File: config.mk
export PLATFORM = sky130hd
export DESIGN_NAME = wb_arbiter
export DESIGN_NICKNAME = d
export VERILOG_FILES = /design/src/rtl/mips_pkg.sv /design/src/rtl/wb_fifo.sv /design/src/rtl/wb_arbiter.sv
export SDC_FILE = /design/constraint.sdc
export NUM_CORES = 1
export LEC_CHECK = 0
export CAP_MARGIN = 25
export CORE_ASPECT_RATIO = 1.2
export CORE_MARGIN = 5
export CORE_UTILIZATION = 34
export CTS_BUF_LIST = sky130_fd_sc_hd__clkbuf_4 sky130_fd_sc_hd__clkbuf_8 sky130_fd_sc_hd__clkbuf_16
export CTS_CLUSTER_SIZE = 16
export DETAILED_ROUTE_END_ITERATION = 16
export GPL_ROUTABILITY_DRIVEN = 0
export PLACE_DENSITY = 0.64
export SETUP_SLACK_MARGIN = 0.4
export SLEW_MARGIN = 20
export SYNTH_ARGS = -nofsm -noshare
export SYNTH_HDL_FRONTEND = slang
export SYNTH_SLANG_ARGS = --single-unit
File: constraint.sdc
create_clock -name clk -period 7.3 [get_ports clk]
set_input_delay 1.825 -clock clk [delete_from_list [all_inputs] [get_ports clk]]
set_output_delay 1.825 -clock clk [all_outputs]
set_load 0.05 [all_outputs]
File: src/rtl/mips_pkg.sv
// Shared MIPS datapath types: register/data widths and the write-back entry
// carried through the load buffer.
package mips_pkg;

  localparam int REG_AW = 5;
  localparam int DATA_W = 32;
  localparam logic [REG_AW-1:0] REG_ZERO = '0;

  typedef struct packed {
    logic              live;
    logic [REG_AW-1:0] dst;
    logic [DATA_W-1:0] data;
  } wb_entry_t;

  // Which producer owns the register-file write port in a given cycle
  typedef enum logic [1:0] {
    SRC_NONE,
    SRC_ALU,
    SRC_FIFO,
    SRC_DROP
  } wb_src_t;

endpackage

File: src/rtl/wb_fifo.sv
// Circular buffer of pending load write-backs with per-entry kill-by-address
// and an address match vector for hazard lookups.
module wb_fifo
  import mips_pkg::*;
#(
  parameter int DEPTH = 4
) (
  input  logic              clk,
  input  logic              rst_n,
  input  logic              push,
  input  wb_entry_t         push_entry,
  input  logic              pop,
  input  logic              kill_en,
  input  logic [REG_AW-1:0] kill_addr,
  input  logic [REG_AW-1:0] match_addr,
  output wb_entry_t         head,
  output logic              empty,
  output logic              full,
  output logic [DEPTH-1:0]  match_vec
);

  localparam int IW = $clog2(DEPTH);
  localparam int PW = IW + 1;

  logic [PW-1:0]     wr_ptr, rd_ptr, count;
  logic [IW-1:0]     wr_idx, rd_idx;
  logic [DEPTH-1:0]  live;
  logic [REG_AW-1:0] dst_mem  [DEPTH];
  logic [DATA_W-1:0] data_mem [DEPTH];
  logic              do_push, do_pop;

  assign count   = wr_ptr - rd_ptr;
  assign empty   = (count == '0);
  assign full    = (count == PW'(DEPTH));
  assign wr_idx  = wr_ptr[IW-1:0];
  assign rd_idx  = rd_ptr[IW-1:0];
  assign do_push = push && !full;
  assign do_pop  = pop && !empty;

  assign head = '{live: live[rd_idx], dst: dst_mem[rd_idx], data: data_mem[rd_idx]};

  // Live bits are cleared on pop so a set bit always implies an occupied slot
  always_ff @(posedge clk or negedge rst_n) begin
    if (!rst_n) begin
      wr_ptr <= '0;
      rd_ptr <= '0;
      live   <= '0;
    end else begin
      for (int i = 0; i < DEPTH; i++) begin
        if (kill_en && dst_mem[i] == kill_addr) live[i] <= 1'b0;
      end
      if (do_pop) begin
        live[rd_idx] <= 1'b0;
        rd_ptr       <= rd_ptr + 1'b1;
      end
      if (do_push) begin
        live[wr_idx] <= push_entry.live && !(kill_en && push_entry.dst == kill_addr);
        wr_ptr       <= wr_ptr + 1'b1;
      end
    end
  end

  always_ff @(posedge clk) begin
    if (do_push) begin
      dst_mem[wr_idx]  <= push_entry.dst;
      data_mem[wr_idx] <= push_entry.data;
    end
  end

  always_comb begin
    match_vec = '0;
    for (int i = 0; i < DEPTH; i++) begin
      match_vec[i] = live[i] && (dst_mem[i] == match_addr) && !(do_pop && rd_idx == IW'(i));
    end
  end

endmodule

File: src/rtl/wb_arbiter.sv
// Register-file write-port master: merges the ALU result stream with buffered
// load results, filters $0 writes and kills loads superseded by younger ALU writes.
module wb_arbiter
  import mips_pkg::*;
#(
  parameter int DW    = DATA_W,
  parameter int AW    = REG_AW,
  parameter int DEPTH = 4
) (
  input  logic          clk,
  input  logic          rst_n,
  input  logic          alu_valid,
  input  logic [AW-1:0] alu_dst,
  input  logic [DW-1:0] alu_data,
  input  logic          mem_valid,
  output logic          mem_ready,
  input  logic [AW-1:0] mem_dst,
  input  logic [DW-1:0] mem_data,
  input  logic [AW-1:0] q_addr,
  output logic          q_pending,
  output logic [AW-1:0] w_addr,
  output logic [DW-1:0] w_data,
  output logic          RegWrite_en
);

  wb_entry_t        push_entry, head;
  wb_src_t          src;
  logic             fifo_empty, fifo_full, fifo_push, fifo_pop, kill_en;
  logic [DEPTH-1:0] match_vec;
  logic             sel_we;
  logic [AW-1:0]    sel_addr;
  logic [DW-1:0]    sel_data;

  assign mem_ready  = !fifo_full;
  assign fifo_push  = mem_valid && !fifo_full;
  assign push_entry = '{live: (mem_dst != REG_ZERO), dst: mem_dst, data: mem_data};
  assign kill_en    = alu_valid && (alu_dst != REG_ZERO);
  assign q_pending  = (q_addr != REG_ZERO) && (|match_vec);

  wb_fifo #(.DEPTH(DEPTH)) u_fifo (
    .clk        (clk),
    .rst_n      (rst_n),
    .push       (fifo_push),
    .push_entry (push_entry),
    .pop        (fifo_pop),
    .kill_en    (kill_en),
    .kill_addr  (alu_dst),
    .match_addr (q_addr),
    .head       (head),
    .empty      (fifo_empty),
    .full       (fifo_full),
    .match_vec  (match_vec)
  );

  // ALU always wins, even a $0 write; dead heads are drained without a write
  always_comb begin
    src = SRC_NONE;
    if (alu_valid) begin
      src = SRC_ALU;
    end else if (!fifo_empty) begin
      src = head.live ? SRC_FIFO : SRC_DROP;
    end
  end

  assign fifo_pop = (src == SRC_FIFO) || (src == SRC_DROP);

  always_comb begin
    sel_we   = 1'b0;
    sel_addr = alu_dst;
    sel_data = alu_data;
    case (src)
      SRC_ALU: sel_we = (alu_dst != REG_ZERO);
      SRC_FIFO: begin
        sel_we   = (head.dst != REG_ZERO);
        sel_addr = head.dst;
        sel_data = head.data;
      end
      default: sel_we = 1'b0;
    endcase
  end

  always_ff @(posedge clk or negedge rst_n) begin
    if (!rst_n) begin
      RegWrite_en <= 1'b0;
      w_addr      <= '0;
      w_data      <= '0;
    end else begin
      RegWrite_en <= sel_we;
      if (sel_we) begin
        w_addr <= sel_addr;
        w_data <= sel_data;
      end
    end
  end

endmodule
Word level (Yosys, flattened, before mapping). Memories as Yosys holds them, arrays and structs flattened. Cells that the tools add are included.

ROM bits: 0. Output and inout port bits: 40. Latch bits: 0. Input bits: 83. RAM bits: 148. Memories: 2. Register bits after elaboration: 48. Logic and storage cells: 94.

Reduce and logical (&&, ||, !) cells: 40. Multipliers: 0. Divide/modulo/power cells: 0. Bitwise operators: 2. Shifts and indexed selects: 0. $add $sub $neg: 3. Multiplexer cells: 21. Order comparisons: 4. Eq/ne operators: 16.

Memory list: u_fifo.data_mem (words 4, width 32, read ports 1, clocked after memory_dff 0, write ports 1, line wb_fifo.sv:29) `logic [DATA_W-1:0] data_mem [DEPTH];`; u_fifo.dst_mem (words 4, width 5, read ports 5, clocked after memory_dff 0, write ports 1, line wb_fifo.sv:28) `logic [REG_AW-1:0] dst_mem [DEPTH];`.

Operator list (number): $eq A5 B5 Y1 (9); $mux W32 (1); $logic_and A1 B1 Y1 (25); $reduce_bool A5 Y1 (4); $mux W1 (10); $eq A2 B2 Y1 const B (4); $mux W4 (2); $logic_not A1 Y1 (7); $add A3 B1 Y3 const B (2); $lt A2 B3 Y1 const B (2); $mux W5 (1); $and A4 B4 Y4 (1); $bwmux W4 (1); $demux W1 S2 (2); $eq A2 B1 Y1 const B (2); $ge A2 B1 Y1 const B (2); $mux W2 (2); $not A4 Y4 (1); $reduce_or A4 Y1 (1); $eq A3 B3 Y1 const B (1); $logic_not A3 Y1 (1); $sub A3 B3 Y3 (1); $bmux W1 S2 (1); $logic_not A2 Y1 (1); other kinds (2) (2).

Logic depth before layout (Yosys ltp). Gate-level depths: netlist of the first run.

Word-level depth: 13. Mapped depth: 16. Mapped depth without buffers: 11.

Modules after synthesis. Synthesis of the first run repeated with hierarchy kept, for this count alone.

Cell total of the unflattened synthesis: 474. Area total of the unflattened synthesis: 8633.3 sq um.

Modules (own cells, without submodules): wb_fifo (instances 1, area an instance 6568.8 sq um, sequential area each 4694.5 sq um, cells an instance 330); wb_arbiter (instances 1, area an instance 2064.5 sq um, sequential area each 950.9 sq um, cells an instance 144).

Worst setup path before layout of the first run. Ideal clock, no wire load.

Kind: input port to output port. Start point: in q_addr[4]. End point: out q_pending. Buffers on the path: 1. Stages on the path: 6. Arrival time: 3.416 ns. Slack: 2.059 ns. Data required time: 5.475 ns. Cells stage by stage: clkbuf_1 -> xor2_1 -> nor4_1 -> and3_1 -> a22oi_1 -> a21oi_1.

Longest elaborated chain between the ends: 5. Elaborated cells between the ends (all ways): 15. Those cells by class: eq/ne: 4; reduce/logical: 11.

RTL lines: from (decl) (line wb_arbiter.sv:19) `input logic [AW-1:0] q_addr,`; $eq A5 B5 Y1 (line wb_fifo.sv:73) `match_vec[i] = live[i] && (dst_mem[i] == match_addr) && !(do_pop && rd_idx == IW'(i));`; $logic_and A1 B1 Y1 (2 in a row) (line wb_fifo.sv:73); $reduce_or A4 Y1 (line wb_arbiter.sv:38) `assign q_pending = (q_addr != REG_ZERO) && (|match_vec);`; $logic_and A1 B1 Y1 * (line wb_arbiter.sv:38); to (decl) (line wb_arbiter.sv:20) `output logic q_pending,`.

Mark *: on every way between the ends. The rest lies on a longest branch, timed or not.

Worst setup path in the final report of the first run.
Start point: in q_addr[3]. End point: out q_pending.

The elaborated chain is that of the path after synthesis.

==> results.toml, run 1 <==
[timing]
report.final.slew_viol_count = 0
rsz0062_at_grt = "false"
period_needed_ps = 6000
fin_setup_tns_ps = 0
slew_headroom = 0.399
setup_viol = 0
setup_slack_ps = 1300
worst_pin_slew_ps = 902
fin_crit_sh = 0.822
hold_viol = 0
skew_ps = 15.7
fmax_ghz = 0.167

[route]
routedWlPerCell_um = 19.9
first_pass_iters = 4
post_drt_via_cell_ratio = 4.91
final_antenna_net_count = 0
vias = 4624
post-route-drc-count = 0
drt_iter0_drc = 172
wl_um = 18800

[critical_path]
crit_chain = "clkdlybuf4s50_1 > xor2_1 > nor4_1 > and3_1 > a22oi_1 > a21oi_1 > clkdlybuf4s50_1"
end_kind = "output port"
slowest_stage = "clkdlybuf4s50_1"
crit_type = "in -> out"
critical_path_buf_inv_count = 2
path_max_fanout = 5
worstSetupStartpointType = "input port"
cpPeakStageDelay_ps = 820
crit_path_frequent_cell = "clkdlybuf4s50_1"
cp.required_ps = 5480
arrival_ps = 4170
critical_path.top_delay_family = "buffers and inverters"

[global_routing]
grt_pass1_vias = 5254
overflow = 0
antenna_found_initial = 0
grt_pass1_wl_um = 29600
grt_max_degree = 51
grtUsageTotal = 0.135

[power]
p_int_mw = 2.98
powerDensity_nw_per_um2 = 435
pwr-share-seq = 0.381
p_switching_mw = 1.71
clkPwrFrac = 0.191
combinationalPowerShare = 0.428
leakage_nw = 3.74
sw_frac_of_total = 0.365
ir_worst_vdd_uv = 238

[layout]
fill_cells = 2192
drive_above_1_share = 0.266
area_growth_pct = 25.5
nets = 697
antenna_cells = 0

[placed_design]
port_buffers = 122
dp_worst_setup_slack_ps = 1320
dp_hpwl_um = 12500

[status]
status = "complete, no violations"

[yosys]
ys_ff_latch = 196
synth_cell_types = 32
synth_top_cell_by_area = "edfxtp_1"
yosysTopAreaCellShare = 0.517
yosys_warnings = 0
synth_cells = 481
ys_seq_area_frac = 0.656
synthTopCellsByArea = "edfxtp_1, dfrtp_1, mux4_2"
synthesis.nets = 575
synth_area_per_cell_sq_um = 17.9
syn_area_sq_um = 8600

[floorplan]
core_area_sq_um = 24800
die-area_sq_um = 28600
die_x_um = 155
die-height_um = 184
num_io_pins = 123
rows = 63
start_util = 0.346

[clocking]
post-cts-setup-buffer-count = 0
numCtsBuffers = 17
cts_root_buffer = "clkbuf_16"
clk_latency_ps = 430
cts-hold-fix-buffers = 0
cts_tree = "done"
cts.sinks = 196
htreeDepth = 4
cts_resized = 0
clockBufferDepth = 2
clk_pin_slew_ps = 70

[worst_hold_path]
hp-class = "reg -> reg"

[job]
maxCapViolCount = 0
## cell type report
cell class | instances | area (sq um) | area share
tap | 325 | 407 | 0.0377
clock buffer | 19 | 440 | 0.0408
timing repair buffer | 130 | 1330 | 0.124
clock inverter | 13 | 128 | 0.0118
multi-input combinational | 252 | 2810 | 0.260
sequential | 196 | 5650 | 0.524
inverter | 6 | 22.5 | 0.00209
## logic make-up (layout without fill, tap and decap cells)
kind of cell / after synthesis / in the layout / share of synthesized area
flip-flops: 196 / 196 / 0.656
multiplexers: 115 / 115 / 0.207
AND/OR/NAND/NOR: 52 / 52 / 0.0323
XOR/XNOR: 51 / 51 / 0.0519
buffers and inverters: 33 / 168 / 0.0189
AO/OA/AOI/OAI: 23 / 23 / 0.0175
adder cells (fa/ha/maj): 11 / 11 / 0.0160
## placed cells by master, fill, tap and decap left out, types with 2 or more instances in the layout
cell	count
clkbuf_16	17
buf_12	3
xor2_1	30
clkdlybuf4s50_1	121
inv_1	5
o311ai_0	3
nand3_1	3
mux2_4	19
clkinvlp_4	6
dfrtp_1	46
mux2i_1	2
xnor2_1	21
mux2_2	57
nor4_1	4
nand2_1	4
nor2b_1	5
buf_4	4
a21oi_1	4
and3_2	3
edfxtp_1	148
mux4_2	37
nand4_1	7
nor2_1	12
o21ai_0	8
inv_6	3
or4_1	3
clkinv_4	3
nor3_1	6
a22oi_1	2
clkbuf_4	2
and3_1	5
ha_1	10
## registers in the layout, summed over array words and instances (netlist names)
| signal | cells |
|---|---|
| u_fifo.dst_mem | 20 |
| u_fifo.wr_ptr | 3 |
| u_fifo.live | 4 |
| w_data | 32 |
| u_fifo.data_mem | 128 |
| w_addr | 5 |
| RegWrite_en | 1 |
| u_fifo.rd_ptr | 3 |
## stage by stage
stage | total power [mW] | instances | hold slack [ps] | instance area, sq um | util
CTS | 4.76 | 940 | 506 | 10800 | 0.434
global route | 4.94 | 941 | 526 | 10800 | 0.435
detailed placement | 3.84 | 908 | 493 | 10200 | 0.411
finish | 4.69 | 941 | 498 | 10800 | 0.435
floorplan | 3.20 | 481 | 466 | 8600 | -
global placement | 3.77 | 905 | 485 | 10100 | 0.408
## path summary, 6_finish.rpt
path                                  start                to  slack, ps  cells past startpoint
max in group asynchronous             rst_n  u_fifo.rd_ptr[0]       5210                      2
hold / removal             u_fifo.wr_ptr[2]  u_fifo.wr_ptr[2]        500                      1
min in group asynchronous             rst_n         w_data[0]       1520                      2
hold reg to reg            u_fifo.wr_ptr[2]  u_fifo.wr_ptr[2]        500                      1
setup / recovery                  q_addr[3]         q_pending       1300                      7
setup reg to reg           u_fifo.rd_ptr[0]        w_data[29]       2710                     11
## synthesized netlist by cell type, drive strengths merged
cell type / n
mux2i: 2
nor2: 12
a22oi: 2
and3: 8
nor2b: 5
o21ai: 8
nand2: 4
xor2: 30
a21oi: 4
mux4: 37
inv: 6
nand3: 3
a211oi: 3
a31oi: 1
clkbuf: 14
edfxtp: 148
or4: 3
nor3: 6
mux2: 76
buf: 13
nor4: 4
dfrtp: 48
o21a: 1
o311ai: 3
xnor2: 21
ha: 11
o22ai: 1
nand4: 7
## power groups by stage
stage | registers [mW] | logic [mW] | clock network, mW
2_1_floorplan | 2.09 | 1.11 | 0
3_5_place_dp | 1.82 | 2.02 | 0
6_report | 1.79 | 2.01 | 0.896
3_3_place_gp | 1.81 | 1.96 | 0
4_1_cts | 1.80 | 2.03 | 0.924
5_1_grt | 1.83 | 2.13 | 0.974
## routing by layer
| metal | global-route usage | routed length, um | vias to the layer above |
|---|---|---|---|
| li1 | - | - | 2112 |
| met3 | 0.0376 | 847 | 31 |
| met1 | 0.163 | 7620 | 2355 |
| met2 | 0.231 | 9830 | 126 |
| met4 | 0.0550 | 448 | 0 |
| met5 | 0 | 0 | - |
No activity file was read; power rests on OpenSTA's default activity.
==> run 2, diff against run 1 <==
PLACE_DENSITY = 0.66   (was 0.64)
clock period = 5 ns   (was 7.3 ns; I/O delays follow)
==> run 2 against run 1 <==
Worst hold slack worse by 0.58 ps. Critical endpoint unchanged. Combinational power up 48%. Power rose by 49%. Global-route usage grew 0.084 points. Largest power group unchanged. Non-clock buffer count increased by 1.
==> results.toml, run 2 (synthesis gave the netlist of run 1 again) <==
[power]
pwr-share-seq = 0.367
powerDensity_nw_per_um2 = 644
p_switching_mw = 2.48
leakage_nw = 3.79
combinationalPowerShare = 0.426
sw_frac_of_total = 0.355
clkPwrFrac = 0.208
p_int_mw = 4.50
ir_worst_vdd_uv = 353

[placed_design]
dp_hpwl_um = 13000
dp.cells = 910
port_buffers = 122
place_area_sq_um = 10200

[clocking]
cts-hold-fix-buffers = 0
cts.sinks = 196
post-cts-setup-buffer-count = 0
cts_resized = 0
cts_root_buffer = "clkbuf_16"
clk_latency_ps = 440
clk_pin_slew_ps = 70
htreeDepth = 4
cts_tree = "done"
numCtsBuffers = 17
clockBufferDepth = 2

[global_routing]
grtUsageTotal = 0.136
grt_pass1_vias = 5181
overflow = 0
grt_pass1_wl_um = 29500
grt_max_degree = 51
antenna_found_initial = 0

[route]
final_antenna_net_count = 0
wl_um = 18900
drt_iter0_drc = 242
first_pass_iters = 4
vias = 4610
post_drt_via_cell_ratio = 4.89
routedWlPerCell_um = 20.1
post-route-drc-count = 0

[floorplan]
die-area_sq_um = 28600
start_util = 0.346
die-height_um = 184
rows = 63
num_io_pins = 123
core_area_sq_um = 24800
die_x_um = 155

[critical_path]
cpPeakStageDelay_ps = 630
crit_type = "in -> out"
end_kind = "output port"
arrival_ps = 3060
slowest_stage = "clkdlybuf4s50_1"
crit_chain = "clkdlybuf4s50_1 > xor2_1 > nor4_1 > and3_1 > a22oi_1 > a21oi_1 > buf_4"
cp.required_ps = 3750
worstSetupStartpointType = "input port"
path_max_fanout = 5

[timing]
skew_ps = 15.7
report.final.slew_viol_count = 0
fin_crit_sh = 0.861
worst_pin_slew_ps = 993
setup_viol = 0
hold_slack_ps = 498
fmax_ghz = 0.232
period_needed_ps = 4310
rsz0062_at_grt = "false"
fin_setup_tns_ps = 0
hold_viol = 0
slew_headroom = 0.337

[layout]
layout_common_cells = "edfxtp_1, clkdlybuf4s50_1, mux2_2"
multi_input_area_sq_um = 2810
nets = 698
area_growth_pct = 26.0
final_util = 0.436
design_area_sq_um = 10800
drive_above_1_share = 0.267
top_regs = "u_fifo.data_mem: 128 flops, w_data: 32 flops, u_fifo.dst_mem: 20 flops"
largest_register_ffs = 128
antenna_cells = 0
largest-register = "u_fifo.data_mem"
regArea_sq_um = 5650
fill_cells = 2195
mostFrequentLayoutCell = "edfxtp_1"
fin_cells = 942

[status]
status = "complete, no violations"

[job]
maxCapViolCount = 0

[worst_hold_path]
hp-class = "reg -> reg"
==> run 2: changes by cell type in the layout (fill, tap and decap cells not counted), sizes merged <==
cell	delta
buf	+2
inv	-1
clkinvlp	-5
clkinv	+3
clkdlybuf4s50	-1
bufinv	+3
==> run 2: routing by layer <==
metal / track usage / wire length, um / vias up
met5: 0 / 0 / -
met3: 0.0355 / 927 / 27
met1: 0.161 / 7540 / 2342
met4: 0.0490 / 417 / 0
met2: 0.239 / 10000 / 129
li1: - / - / 2112
==> run 2: power by group through the flow <==
stage | clock, mW | combinational, mW | sequential, mW
after floorplan | 0 | 1.61 | 3.05
after global placement | 0 | 2.92 | 2.58
after detailed placement | 0 | 3.02 | 2.60
after CTS | 1.49 | 3.03 | 2.57
after global routing | 1.56 | 3.16 | 2.62
final | 1.45 | 2.97 | 2.56
==> run 2: worst paths after layout <==
kind                                   from                to  slack, ps  depth (start not counted)
setup / recovery                  q_addr[0]         q_pending        690                          7
hold / removal             u_fifo.wr_ptr[2]  u_fifo.wr_ptr[2]        500                          1
setup reg to reg           u_fifo.rd_ptr[0]        w_data[27]       1300                         10
hold reg to reg            u_fifo.wr_ptr[2]  u_fifo.wr_ptr[2]        500                          1
max in group asynchronous             rst_n        w_data[26]       3370                          2
min in group asynchronous             rst_n         w_addr[4]        820                          1
==> run 2: final cells by class <==
class	count	area share
Sequential cell	196	0.521
Inverter	6	0.00208
Clock buffer	19	0.0412
Multi-Input combinational cell	252	0.259
Timing Repair Buffer	131	0.122
Tap cell	325	0.0375
Clock inverter	13	0.0167
==> run 2: stage by stage <==
step | power [mW] | worst slack (ps)
floorplan | 4.67 | 624
global placement | 5.50 | 860
detailed placement | 5.62 | 726
CTS | 7.09 | 714
global route | 7.34 | 595
finish | 6.98 | 694
==> run 2: critical path, delay by kind of cell <==
kind / cells / cell delay [ps]
xor+xnor: 1 / 150
compound gates: 2 / 260
simple gates: 2 / 550
buf+inv: 2 / 850
